--- src/rtl/zx_kbd_pkg.sv ---
`timescale 1ns/1ps
// -----------------------------------------------------------------------------
// zx_kbd_pkg
// Shared constants and types for the keyboard/joystick SPI link receiver.
// A frame carries the 8x5 ZX matrix (active-low, row0 first, column 4 first)
// followed by the Kempston joystick byte (active-high, bit 7 first).
// -----------------------------------------------------------------------------
package zx_kbd_pkg;

    localparam int FRAME_BITS  = 48;
    localparam int MATRIX_BITS = 40;
    localparam int ROWS        = 8;
    localparam int COLS        = 5;
    localparam int JOY_BITS    = FRAME_BITS - MATRIX_BITS;
    localparam int CNT_W       = 6;

    localparam logic [COLS-1:0]     ROW_IDLE = 5'b11111;
    localparam logic [JOY_BITS-1:0] JOY_IDLE = 8'h00;

    localparam logic [CNT_W-1:0] CNT_FRAME = CNT_W'(FRAME_BITS);
    localparam logic [CNT_W-1:0] CNT_MAX   = '1;

    // Committed frame image; the layout matches the shift register so a
    // commit is a single whole-vector copy.
    typedef struct packed {
        logic [MATRIX_BITS-1:0] rows;
        logic [JOY_BITS-1:0]    joy;
    } shadow_t;

    localparam shadow_t SHADOW_IDLE = '{rows: {ROWS{ROW_IDLE}}, joy: JOY_IDLE};

    // Row 0 arrives first, so it ends up in the most significant slice.
    function automatic int row_lsb(input int row);
        return (ROWS - 1 - row) * COLS;
    endfunction

endpackage

--- src/rtl/zx_sync_edge.sv ---
`timescale 1ns/1ps
// -----------------------------------------------------------------------------
// zx_sync_edge
// Multi-flop synchronizer for one asynchronous input plus one history flop
// for rise/fall detection.
//   clk    in   system clock
//   rst_n  in   async active-low reset (already release-synchronized)
//   d      in   asynchronous input pin
//   q      out  synchronized level
//   rise   out  q went 0->1 this cycle (combinational from flops)
//   fall   out  q went 1->0 this cycle (combinational from flops)
// -----------------------------------------------------------------------------
module zx_sync_edge #(
    parameter int   STAGES    = 2,
    parameter logic RESET_VAL = 1'b0
) (
    input  logic clk,
    input  logic rst_n,
    input  logic d,
    output logic q,
    output logic rise,
    output logic fall
);

    logic [STAGES-1:0] sync_q, sync_d;
    logic              prev_q, prev_d;

    always_comb begin
        sync_d = {sync_q[STAGES-2:0], d};
        prev_d = sync_q[STAGES-1];
    end

    // NOTE: flops use non-blocking assignments so every stage samples the
    // value its predecessor held before this edge.
    always_ff @(posedge clk or negedge rst_n) begin
        if (!rst_n) begin
            sync_q <= {STAGES{RESET_VAL}};
            prev_q <= RESET_VAL;
        end else begin
            sync_q <= sync_d;
            prev_q <= prev_d;
        end
    end

    assign q    = sync_q[STAGES-1];
    assign rise =  q & ~prev_q;
    assign fall = ~q &  prev_q;

endmodule

--- src/rtl/zx_kbd_spi_rx.sv ---
`timescale 1ns/1ps
// -----------------------------------------------------------------------------
// zx_kbd_spi_rx
// SPI mode-0 slave that receives 48-bit keyboard/joystick frames and holds the
// last good frame in shadow registers for the CPU read mux.
//   CLK_14MHZ  in   system clock
//   CPU_RESET  in   async active-low reset (release synchronized internally)
//   KBD_CLK    in   SPI clock, asynchronous
//   KBD_CS     in   frame select, active-low
//   KBD_DI     in   serial data, MSB first
//   A_HI[7:0]  in   CPU A[15:8]; a 0 bit selects that half-row
//   KD[4:0]    out  port #FE key columns, active-low, combinational from A_HI
//   JOY[7:0]   out  port #1F Kempston byte
//   FRAME_OK   out  one-cycle pulse on commit
//   FRAME_ERR  out  one-cycle pulse on discarded frame
// -----------------------------------------------------------------------------
module zx_kbd_spi_rx
    import zx_kbd_pkg::*;
#(
    parameter int SYNC_STAGES = 2
) (
    input  logic                CLK_14MHZ,
    input  logic                CPU_RESET,
    input  logic                KBD_CLK,
    input  logic                KBD_CS,
    input  logic                KBD_DI,
    input  logic [ROWS-1:0]     A_HI,
    output logic [COLS-1:0]     KD,
    output logic [JOY_BITS-1:0] JOY,
    output logic                FRAME_OK,
    output logic                FRAME_ERR
);

    // ------------------------------------------------------------------
    // Reset release synchronizer: assert asynchronously, release on CLK.
    // ------------------------------------------------------------------
    logic [1:0] rst_sync_q, rst_sync_d;
    logic       rst_n;

    always_comb rst_sync_d = {rst_sync_q[0], 1'b1};

    always_ff @(posedge CLK_14MHZ or negedge CPU_RESET) begin
        if (!CPU_RESET) rst_sync_q <= '0;
        else            rst_sync_q <= rst_sync_d;
    end

    assign rst_n = rst_sync_q[1];

    // ------------------------------------------------------------------
    // Pin synchronizers. CS resets to 0 so that a CS already high at reset
    // release shows up as a rise while still unarmed, and is ignored.
    // ------------------------------------------------------------------
    logic clk_sync_unused, clk_rise, clk_fall_unused;
    logic cs_sync, cs_rise, cs_fall;
    logic di_sync, di_rise_unused, di_fall_unused;

    zx_sync_edge #(.STAGES(SYNC_STAGES), .RESET_VAL(1'b0)) u_sync_clk (
        .clk (CLK_14MHZ), .rst_n (rst_n), .d (KBD_CLK),
        .q   (clk_sync_unused), .rise (clk_rise), .fall (clk_fall_unused)
    );

    zx_sync_edge #(.STAGES(SYNC_STAGES), .RESET_VAL(1'b0)) u_sync_cs (
        .clk (CLK_14MHZ), .rst_n (rst_n), .d (KBD_CS),
        .q   (cs_sync), .rise (cs_rise), .fall (cs_fall)
    );

    zx_sync_edge #(.STAGES(SYNC_STAGES), .RESET_VAL(1'b0)) u_sync_di (
        .clk (CLK_14MHZ), .rst_n (rst_n), .d (KBD_DI),
        .q   (di_sync), .rise (di_rise_unused), .fall (di_fall_unused)
    );

    // ------------------------------------------------------------------
    // Frame receiver
    // ------------------------------------------------------------------
    logic                  armed_q, armed_d;
    logic [CNT_W-1:0]      cnt_q, cnt_d;
    logic                  ovf_q, ovf_d;
    logic [FRAME_BITS-1:0] shift_q, shift_d;
    shadow_t               shadow_q, shadow_d;
    logic                  frame_ok_q, frame_ok_d;
    logic                  frame_err_q, frame_err_d;

    // NOTE: every variable gets a default before any branch so no path
    // leaves it unassigned and no latch is inferred.
    always_comb begin
        armed_d     = armed_q | cs_sync;
        cnt_d       = cnt_q;
        ovf_d       = ovf_q;
        shift_d     = shift_q;
        shadow_d    = shadow_q;
        frame_ok_d  = 1'b0;
        frame_err_d = 1'b0;

        if (armed_q) begin
            // Ordering within the cycle: clear on CS fall, then take the bit,
            // then judge the count on CS rise (so a coincident bit counts).
            if (cs_fall) begin
                cnt_d = '0;
                ovf_d = 1'b0;
            end

            if (clk_rise && (!cs_sync || cs_rise)) begin
                if (cnt_d >= CNT_FRAME) ovf_d   = 1'b1;
                else                    shift_d = {shift_q[FRAME_BITS-2:0], di_sync};
                if (cnt_d != CNT_MAX)   cnt_d   = cnt_d + 1'b1;
            end

            if (cs_rise) begin
                if (cnt_d == CNT_FRAME && !ovf_d) begin
                    shadow_d   = shadow_t'(shift_d);
                    frame_ok_d = 1'b1;
                end else begin
                    frame_err_d = 1'b1;
                end
            end
        end
    end

    always_ff @(posedge CLK_14MHZ or negedge rst_n) begin
        if (!rst_n) begin
            armed_q     <= 1'b0;
            cnt_q       <= '0;
            ovf_q       <= 1'b0;
            shadow_q    <= SHADOW_IDLE;
            frame_ok_q  <= 1'b0;
            frame_err_q <= 1'b0;
        end else begin
            armed_q     <= armed_d;
            cnt_q       <= cnt_d;
            ovf_q       <= ovf_d;
            shadow_q    <= shadow_d;
            frame_ok_q  <= frame_ok_d;
            frame_err_q <= frame_err_d;
        end
    end

    // NOTE: the shift register carries no reset; it can only be committed
    // after 48 fresh bits following a counter clear, so stale contents are
    // never visible.
    always_ff @(posedge CLK_14MHZ) begin
        shift_q <= shift_d;
    end

    // ------------------------------------------------------------------
    // Half-row select: AND together every row whose address bit is low.
    // ------------------------------------------------------------------
    logic [ROWS:0][COLS-1:0] kd_chain;

    assign kd_chain[0] = ROW_IDLE;

    for (genvar i = 0; i < ROWS; i++) begin : g_row
        assign kd_chain[i+1] = kd_chain[i] &
                               (A_HI[i] ? ROW_IDLE : shadow_q.rows[row_lsb(i) +: COLS]);
    end

    assign KD        = kd_chain[ROWS];
    assign JOY       = shadow_q.joy;
    assign FRAME_OK  = frame_ok_q;
    assign FRAME_ERR = frame_err_q;

endmodule

--- config.mk ---
export PLATFORM = sky130hd
export DESIGN_NAME = zx_kbd_spi_rx
export DESIGN_NICKNAME = d
export VERILOG_FILES = /design/src/rtl/zx_kbd_pkg.sv /design/src/rtl/zx_sync_edge.sv /design/src/rtl/zx_kbd_spi_rx.sv
export SDC_FILE = /design/constraint.sdc
export NUM_CORES = 1
export LEC_CHECK = 0
export CORE_MARGIN = 2
export CORE_UTILIZATION = 59
export DETAILED_ROUTE_END_ITERATION = 10
export PLACE_DENSITY = 0.8
export SKIP_CTS_REPAIR_TIMING = 1
export SYNTH_ARGS = -nofsm -noshare
export SYNTH_HDL_FRONTEND = slang
export SYNTH_SLANG_ARGS = --single-unit
--- constraint.sdc ---
create_clock -name CLK_14MHZ -period 2.5 [get_ports CLK_14MHZ]
set_input_delay 0.75 -clock CLK_14MHZ [delete_from_list [all_inputs] [get_ports CLK_14MHZ]]
set_output_delay 0.75 -clock CLK_14MHZ [all_outputs]
set_load 0.03 [all_outputs]
==> results.yml <==
finish:
  syn_to_final_growth_pct: 21.9
  drive_above_1_share_pct: 52.3
  num_antenna_cells: 0
  final_nets: 367
  fin_cells: 472
  fin_area_um2: 6040
routing:
  antenna_left: 0
  drt_wl_total_um: 9530
  drt_iter0_markers: 102
  drc: 0
  wl_per_cell_um: 20.2
  via_count: 2836
  vias_per_cell: 6.01
  firstDrtPassIters: 4
power:
  intPower_mw: 3.88
  ir_drop_mv: 0.590
  power_mw: 4.94
  p_comb_share_pct: 5.1
  p_leak_nw: 2.27
  clock_power_share_pct: 50.4
  seqPwrFrac_pct: 44.5
  sw_frac_of_total_pct: 21.4
  p_sw_mw: 1.06
  p_per_area_nw_per_um2: 818
grt:
  grt_start_max_net_pins: 64
  grt_pass1_wl_um: 15100
  top_usage_layer: "met2"
  gr-usage-met2_pct: 35.5
  use_met3_pct: 6.96
  grt_pass1_vias: 2955
  grt_use_met1_pct: 29.4
  grt.overflow.total: 0
  grt_use_total_pct: 22.6
  antenna_found_initial: 0
clock_network:
  clockRootBuffer: "clkbuf_8"
  htree_levels: 4
  cts.sinks: 116
  tritoncts: "built"
  clk_latency_ps: 500
  cts_buffer_depth: 2
  path_clk_slew_ps: 60
  cts-buffers-inserted: 17
synthesis:
  seq_area_frac_synth_pct: 64.4
  synthTopCellsByArea: "edfxtp_1 (29%), dfstp_2 (21%), mux2_2 (20%), dfrtp_1 (14%), o22ai_1 (2.5%)"
  ys.flop_type: "edfxtp_1"
  syn_nets: 330
  synth.distinct_cells: 40
  synth_top_cells_by_count: "mux2_2 (87), edfxtp_1 (48), dfstp_2 (40)"
  synth-async-reset-ratio_pct: 58.6
  ys_seq_elements: 116
  synth-edff-count: 48
  ys_warn_count: 0
  syn-cell-area_um2: 4950
  yosysTopAreaCell: "edfxtp_1"
  syn_inst: 317
  syn_avg_cell_area_um2: 15.6
  synth_top_area_share_pct: 29.1
  synthMostInstantiatedCell: "mux2_2"
timing:
  slew_headroom_pct: 49.0
  slew_violations: 0
  period_minus_slack_ps: 2410
  timing.fmax_ghz: 0.415
  setup_violations: 0
  fin_ws_ps: 90.8
  fin_crit_sh_pct: 96.4
  fin_skew_ps: 7.06
  setup-tns-final_ps: 0
  worst_pin_slew_ps: 765
  hold_violations: 0
place:
  gp_congestion: 0.906
  placedCellCount: 438
  place_area_um2: 5360
  port_buffers: 27
  dpl.hpwl_um: 5880
  dp_slack_ps: -208
setup_path:
  cp_data_arrival_time_ps: 1660
  crit_chain: "o22ai_1 > nor4_2 > buf_4"
  cp_num_buf_inv: 1
  required_ps: 1750
  cp_slowest_stage_delay_ps: 550
  crit_fanout: 2
  crit_type: "reg2out"
  cpMaxStageDelayCell: "dfstp_2"
  cp-end-kind: "output pin"
  crit_family: "flip-flops"
  worstSetupStartpointType: "flop"
floorplan:
  fp.coreArea_um2: 8180
  core.rowCount: 33
  die_w_um: 95.6
  die_area_um2: 9150
  start_util_pct: 60.6
  io_pins: 28
  dieHeight_um: 95.6
run_status:
  status: "finished, final reports clean"
job:
  maxCapViolations: 0
hold_path:
  hold_path.class: "reg2async"
-- sequential cells by signal (all words and copies together) (netlist names), 2 cells and up --
signal and cells:
shift_q 48, shadow_q 40, JOY 8, cnt_q 6, rst_sync_q 2, u_sync_clk.sync_q 2, u_sync_cs.sync_q 2, u_sync_di.sync_q 2
-- routing by layer --
metal  part of all wire, %  wire, µm  vias to the layer above
li1                      -         -                     1292
met1                    43      4120                     1447
met2                    49      4710                       82
met3                   5.2       494                       15
met4                   2.2       210                        0
met5                     0         0                        -
-- stage by stage --
stage,hold slack (ps),util (%)
2_1_floorplan,331,-
3_3_place_gp,288,65.5
3_5_place_dp,299,65.5
4_1_cts,305,73.1
5_1_grt,349,73.9
6_report,275,73.9
-- worst paths after layout --
kind	from	end	slack (ps)	cells past startpoint
setup / recovery	shadow_q[20]	KD[2]	90	3
hold / removal	rst_sync_q[1]	JOY[0]	280	0
setup reg to reg	u_sync_cs.prev_q	shadow_q[36]	110	7
hold reg to reg	rst_sync_q[1]	JOY[0]	280	0
max in group asynchronous	rst_sync_q[1]	shadow_q[8]	1460	1
min in group CLK_14MHZ	u_sync_clk.sync_q[0]	u_sync_clk.sync_q[1]	350	0
-- power by group through the flow --
stage	clock network, mW	registers, mW	logic [mW]
global placement	0	2.21	0.239
floorplan	0	2.21	0.162
global route	2.62	2.21	0.276
finish	2.49	2.20	0.251
detailed placement	0	2.22	0.251
CTS	2.53	2.20	0.254
-- final cells by class --
type,count,area (µm²)
clock buffers,17,414
clock inverters,15,204
fillers,530,2140
inverters,1,3.75
multi-input cells,180,1700
flip-flops and latches,116,3200
well taps,105,131
repair buffers,38,394
-- cells in the final DEF, fill, tap and decap left out, types with 4 or more instances in the layout --
cell type | Yosys | routed
mux2_2 | 87 | 87
edfxtp_1 | 48 | 48
dfstp_2 | 40 | 40
dfrtp_1 | 28 | 26
o22ai_1 | 20 | 18
clkbuf_16 | 0 | 17
clkdlybuf4s50_1 | 0 | 14
buf_4 | 9 | 13
mux2_1 | 9 | 9
dlymetal6s2s_1 | 0 | 8
a21oi_1 | 7 | 7
nand2_1 | 5 | 5
nor4_2 | 0 | 5
nor2_1 | 5 | 4
o21ai_0 | 5 | 4
bufinv_16 | 0 | 4
-- cells by family (layout without fill, tap and decap cells) --
family / Yosys count / in the layout / synth area share [%]
flops: 116 / 116 / 64.4
mux: 96 / 96 / 21.8
compound gates: 46 / 46 / 6.16
simple gates: 37 / 37 / 4.92
buf+inv: 21 / 71 / 2.58
other cells: 1 / 1 / 0.0757
Power figures use the tool's default switching activity.
